$ cat src/rtl/id_hazard_scoreboard.sv
// Decode-stage register scoreboard: tracks in-flight writes, stalls on
// RAW hazards and full per-register counters, reports busy/stall stats.
module id_hazard_scoreboard #(
  parameter int CNT_W   = 2,
  parameter int STALL_W = 16
) (
  input  logic               clk,
  input  logic               rst,
  input  logic               id_valid,
  input  logic [4:0]         src1,
  input  logic               src1_used,
  input  logic [4:0]         src2,
  input  logic               src2_used,
  input  logic [4:0]         dest,
  input  logic               wb_en,
  input  logic               flush,
  input  logic               ret_valid,
  input  logic [4:0]         ret_dest,
  output logic               stall,
  output logic               issue,
  output logic [31:0]        busy,
  output logic [6:0]         inflight,
  output logic [STALL_W-1:0] stall_cycles,
  output logic               err
);

  localparam logic [CNT_W-1:0] CMAX = '1;
  localparam logic [CNT_W-1:0] ONE  = CNT_W'(1);

  logic [CNT_W-1:0] pend [32];

  logic [CNT_W-1:0] p1, p2, pd, pr;
  logic             hit1, hit2;
  logic             raw1, raw2, sat;
  logic [31:0]      inc_v, dec_v;

  assign p1 = pend[src1];
  assign p2 = pend[src2];
  assign pd = pend[dest];
  assign pr = pend[ret_dest];

  // Write-back lands on the falling edge, so a same-cycle retire
  // already satisfies one outstanding write for the reader.
  assign hit1 = ret_valid && (ret_dest == src1);
  assign hit2 = ret_valid && (ret_dest == src2);

  assign raw1 = src1_used && (src1 != 5'd0)
             && (p1 > CNT_W'(hit1));
  assign raw2 = src2_used && (src2 != 5'd0)
             && (p2 > CNT_W'(hit2));

  assign sat = wb_en && (dest != 5'd0) && (pd == CMAX);

  assign stall = id_valid && !flush && (raw1 || raw2 || sat);
  assign issue = id_valid && !flush && !stall;

  always_comb begin
    busy     = '0;
    inflight = '0;
    inc_v    = '0;
    dec_v    = '0;
    for (int r = 1; r < 32; r++) begin
      busy[r]  = (pend[r] != '0);
      inflight = inflight + 7'(pend[r]);
      inc_v[r] = issue && wb_en && (dest == 5'(r));
      dec_v[r] = ret_valid && (ret_dest == 5'(r))
              && (pend[r] != '0);
    end
  end

  always_ff @(posedge clk) begin
    if (!rst) begin
      for (int r = 0; r < 32; r++)
        pend[r] <= '0;
      err          <= 1'b0;
      stall_cycles <= '0;
    end else begin
      for (int r = 1; r < 32; r++) begin
        if (inc_v[r] && !dec_v[r])
          pend[r] <= pend[r] + ONE;
        else if (dec_v[r] && !inc_v[r])
          pend[r] <= pend[r] - ONE;
      end
      if (ret_valid && (ret_dest != 5'd0) && (pr == '0))
        err <= 1'b1;
      if (stall && (stall_cycles != '1))
        stall_cycles <= stall_cycles + STALL_W'(1);
    end
  end

endmodule

$ cat config.mk
export PLATFORM = sky130hd
export DESIGN_NAME = id_hazard_scoreboard
export DESIGN_NICKNAME = d
export VERILOG_FILES = /design/src/rtl/id_hazard_scoreboard.sv
export SDC_FILE = /design/constraint.sdc
export NUM_CORES = 1
export LEC_CHECK = 0
export CORE_ASPECT_RATIO = 1.2
export CORE_MARGIN = 3
export CORE_UTILIZATION = 54
export DETAILED_ROUTE_END_ITERATION = 8
export PLACE_DENSITY_LB_ADDON = 0.2
export SLEW_MARGIN = 10
export SYNTH_ARGS = -nofsm -noshare
export SYNTH_HDL_FRONTEND = slang
export SYNTH_SLANG_ARGS = --single-unit
$ cat constraint.sdc
create_clock -name clk -period 15.34 [get_ports clk]
set_clock_uncertainty 0.1 [all_clocks]
set_input_delay 3.068 -clock clk [delete_from_list [all_inputs] [get_ports clk]]
set_output_delay 3.068 -clock clk [all_outputs]
set_load 0.05 [all_outputs]
== Word level (Yosys, flattened, before mapping) ==
Memory sizes are Yosys's and may differ from the RTL's.
Index checks and enable logic that the tools add are counted.

* Bits in latches: 0
* Memories kept: 1
* Flip-flop bits (word level): 17
* Logic and storage cells: 778
* Bits in read-only memories: 0
* RAM bits: 64
* Output and inout port bits: 58

{| class="wikitable"
|+ Memories
! memory !! depth !! bits a word !! read ports !! clocked after memory_dff !! wr ports !! RTL line !! text
|-
| pend || 32 || 2 || 35 || 0 || 32 || 30 || <nowiki>logic [CNT_W-1:0] pend [32];</nowiki>
|}

* Bitwise gates (word level): 62
* Shifts and indexed selects: 0
* Divide/modulo/power cells: 0
* Add/subtract/negate cells: 93
* Equal/unequal tests: 66
* Multiplexer cells: 280
* Magnitude comparators: 2
* Reductions and logical operators: 272
* $mul: 0

{| class="wikitable"
|+ Operators by type and width
! kind !! count
|-
| 1-bit two-way mux || 218
|-
| 7-bit by 2-bit adder with 7-bit output || 25
|-
| 1-bit logical AND || 170
|-
| 5-bit == test (second input constant) || 32
|-
| 2-bit two-way mux || 62
|-
| 5-bit by 4-bit == test with 1-bit output (second input constant) || 16
|-
| 1-bit logical NOT || 64
|-
| 2-bit by 1-bit adder with 2-bit output (second input constant) || 31
|-
| 1-bit bitwise OR || 62
|-
| 2-bit nonzero test || 31
|-
| 2-bit by 1-bit subtractor with 2-bit output (second input constant) || 31
|-
| 5-bit by 3-bit == test with 1-bit output (second input constant) || 8
|-
| 5-bit by 2-bit == test with 1-bit output (second input constant) || 4
|-
| 5-bit nonzero test || 4
|-
| 16-bit by 1-bit adder with 16-bit output (second input constant) || 1
|-
| 16-bit != test (second input constant) || 1
|-
| 5-bit by 1-bit == test with 1-bit output (second input constant) || 2
|-
| 5-bit == test || 2
|-
| 6-bit by 2-bit adder with 7-bit output || 1
|-
| 5-bit by 2-bit adder with 6-bit output || 1
|-
| 4-bit by 2-bit adder with 5-bit output || 1
|-
| 3-bit by 2-bit adder with 4-bit output || 1
|-
| 2-bit by 1-bit greater-than comparator with 1-bit output || 2
|-
| 2-bit by 2-bit adder with 3-bit output || 1
|-
| 3 further kinds || 4
|}

== Longest topological paths before layout ==
An unclocked memory read counts as a cell.

* Depth in word-level cells: 31
* Gate-level depth with buffers: 20
* Mapped depth without buffers: 19

== Least setup slack after synthesis ==
No wires, ideal clock.

* Kind: input to output
* Start: input port src2[0]
* End: output port issue
* Cell stages on the path: 13
* Buffers on the path: 3
* Arrival time: 7124 ps
* Slack: 5048 ps
* Path through: buf_2 > buf_2 > buf_1 > mux4_2 > mux4_2 > mux2i_1 > ha_1 > o21ai_0 > a311o_1 > o2111ai_4 > nand4_4 > or2_2 > nor2_1

* Cells in the longest elaborated chain, start to end: 9

{| class="wikitable"
|+ RTL lines
! item !! RTL line !! text
|-
| start: declaration || 12 || <nowiki>input logic [4:0] src2,</nowiki>
|-
| parallel branches: the longest is 3 deep, another holds memory read 32 x 2 bit || -- ||
|-
| 1-bit logical AND (*) || 50 || <nowiki>&& (p2 > CNT_W'(hit2));</nowiki>
|-
| 1-bit logical OR (*) (2 in a row) || 54 || <nowiki>assign stall = id_valid && !flush && (raw1 || raw2 || sat);</nowiki>
|-
| 1-bit logical AND (*) || 54 ||
|-
| 1-bit logical NOT (*) || 55 || <nowiki>assign issue = id_valid && !flush && !stall;</nowiki>
|-
| 1-bit logical AND (*) || 55 ||
|-
| end: declaration || 20 || <nowiki>output logic issue,</nowiki>
|}

Every way passes the cells marked *.

== Final worst setup path ==
* Start: input port src1[0]
* End: output port issue

* Cells in the longest elaborated chain, start to end: 9

{| class="wikitable"
|+ RTL lines
! item !! RTL line !! text
|-
| start: declaration || 10 || <nowiki>input logic [4:0] src1,</nowiki>
|-
| parallel branches: the longest is 3 deep, another holds memory read 32 x 2 bit || -- ||
|-
| 1-bit logical AND (*) || 48 || <nowiki>&& (p1 > CNT_W'(hit1));</nowiki>
|-
| 1-bit logical OR (*) (2 in a row) || 54 ||
|-
| 1-bit logical AND (*) || 54 ||
|-
| 1-bit logical NOT (*) || 55 ||
|-
| 1-bit logical AND (*) || 55 ||
|}

Marked as above.

==> impl_metrics.ini <==
[synth]
synthTopCellsByArea = edfxtp_1 21%, fa_1 13%, mux4_2 10%
syn_area_sq_mm = 0.009071
netlist.top_cell.by_area = edfxtp_1
synth_common_cells = 111 x inv_1, 110 x nand2_1, 95 x nor2_1
synth_seq_cells = 79
ys_types = 64
ys.flop_type = edfxtp_1
synth_top_area_share_pct = 20.52
syn_inst = 1016
synth_seq_area_share_pct = 24.28
avgSynthCellArea_sq_um = 8.928
synthArstFlopShare_pct = 0
post-synth-top-count-cell = inv_1
postSynthNetCount = 1117
ys_warn_count = 0
synth_edf_count = 62

[critical_path]
criticalPathCategory = input port to output pin
cp.depth = 11
startpoint_type = input port
reg2regPathDepth = 12
worstPathRequired_ns = 12.17
crit_slowest_cell = clkdlybuf4s50_1
r2r_setup_slack_ns = 10.73
max_stage_delay_ns = 1.08
crit_fanout = 27
cp-end-kind = output pin
path_cells = clkdlybuf4s50_1 -> mux4_2 -> mux4_2 -> mux2i_1 -> ha_1 -> nor3_1 -> o2111ai_1 -> nand4_4 -> or2_2 -> nor2_1 -> clkdlybuf4s50_1
worst-path-buf-inv = 2
path_delay_family = buffers and inverters
arrival_ns = 8.10

[cts]
cts_buffers = 9
cts.root.buffer_cell = clkbuf_16
cts_sinks = 79
cts_tree = yes
htree_levels = 3
clock_path_buffers = 2
cts_hold_buf = 0
clk_latency_ns = 0.35
cts_setup_buffers = 0
ctsResizeCount = 0
path_clk_slew_ns = 0.07

[global_route]
gr-usage-all-layers_pct = 31.54
grt_max_degree = 54
grt_pass1_wl_mm = 45.22
use_met1_pct = 40.39
grtUsageMet3_pct = 5.819
top_usage_layer = met2
overflow = 0
grt_pass1_vias = 8088
grt_util_met2_pct = 51.84
antenna_found_initial = 1

[min_path]
hold_path.class = flop to flop
whs_path_depth = 2

[timing]
final.period_utilization_pct = 73.48
report.final.slew_viol_count = 0
setup_slack_ns = 4.069
worstMarginPinSlew_ns = 0.9955
tns_ns = 0
hold_viol = 0
finalCriticalPeriod_ns = 11.27
max_freq_ghz = 0.08872
grt_setup_unrepaired = no
relSlewSlack_pct = 33.42
finalSetupViolations = 0

[placement]
io_buffers = 84
hpwl_mm = 21.73
post-place-ws_ns = 4.101
place_congestion = 0.9891

[routing]
ant_nets = 0
wl_per_cell_um = 22.53
wl_mm = 28.74
num_vias = 8279
viasPerCell = 6.488
remaining_drc_errors = 0
drt_iter0_markers = 815
drtPass1Iterations = 5

[floorplan]
design.portCount = 86
die_h_um = 148.0
die_w_um = 124.3
start_util_pct = 55.53
core_region_area_sq_mm = 0.01634
die_area_sq_mm = 0.01840
core.rowCount = 51

[power_and_ir_drop]
p_leak_nw = 3.783
ir_worst_vdd_v = 0.001143
p_per_area_mw_per_mm2 = 236.4

[flow_run]
maxCapViolCount = 0

[layout]
drive_gt1_share_pct = 10.53
n_antenna_cell = 0
synthToLayoutAreaGrowth_pct = 13.21
fin_nets = 1160

[outcome]
outcome = finished clean
cell families (layout without fill, tap and decap cells):
group | after synthesis | after routing | synth area share, %
simple gates | 424 | 424 | 23.52
buf+inv | 170 | 218 | 7.297
compound gates | 140 | 140 | 10.69
flops | 79 | 79 | 24.28
fa+ha+maj | 73 | 73 | 14.79
mux | 68 | 68 | 13.50
xor+xnor | 61 | 61 | 5.890
other cells | 1 | 1 | 0.04134
sequential cells by signal, summed over array words and instances, names as in the netlist:
signal and count:
stall_cycles 16, pend 62, err 1
cell usage in the layout (no fill, tap or decap), drive strengths merged, types with 17 or more instances in the layout:
master / n
inv: 114
nand2: 110
nor2: 95
clkdlybuf4s50: 83
nor3: 64
edfxtp: 62
fa: 57
nand3: 52
mux4: 42
xor2: 40
a21oi: 29
o21ai: 27
xnor2: 21
dfxtp: 17
metrics by stage:
step                instances  util, %  area, sq um  hold slack [ns]  total power [mW]
floorplan                1016        -         9071           0.5137             1.696
finish                   1276    62.87        10270           0.3788             2.428
global placement         1260    61.09         9980           0.3526             2.202
detailed placement       1260    61.09         9980           0.3725             2.241
CTS                      1276    62.87        10270           0.3892             2.456
global route             1276    62.87        10270           0.4225             2.638
metal layers:
layer | up-vias | part of all wire [%]
li1 | 3698 | -
met1 | 4032 | 38
met2 | 438 | 48
met3 | 109 | 8.3
met4 | 2 | 5.3
met5 | - | 0.052
final cells by class:
type                    count  area, sq um
clock buffers              10        239.0
clock inverters             6        51.30
fillers                  1421         6066
inverters                 111        416.7
multi-input cells         767         6207
flip-flops and latches     79         2202
well taps                 212        265.3
repair buffers             91        888.4
where the power goes:
part	leakage, nW	internal (mW)	switching (mW)
clock network	0.142	0.117	0.0997
registers	0.774	0.242	0.0288
logic	2.87	0.712	1.23
worst register-to-register path: stages (launching register included):
cell,delay (ns)
edfxtp_1,0.62
mux4_2,0.54
mux4_2,0.47
mux2i_1,0.17
ha_1,0.18
o21bai_1,0.10
a311oi_1,0.28
o211ai_1,0.18
o2111ai_4,0.18
nand4b_1,0.62
nor3_1,0.53
xor2_1,0.23
nand2_1,0.11
path summary, 6_finish.rpt:
kind / start / end
max: src1[0] / issue
min: err / err
max reg2reg: pend[27][0] / pend[16][1]
min reg2reg: err / err
No activity file was read; power rests on OpenSTA's default activity.
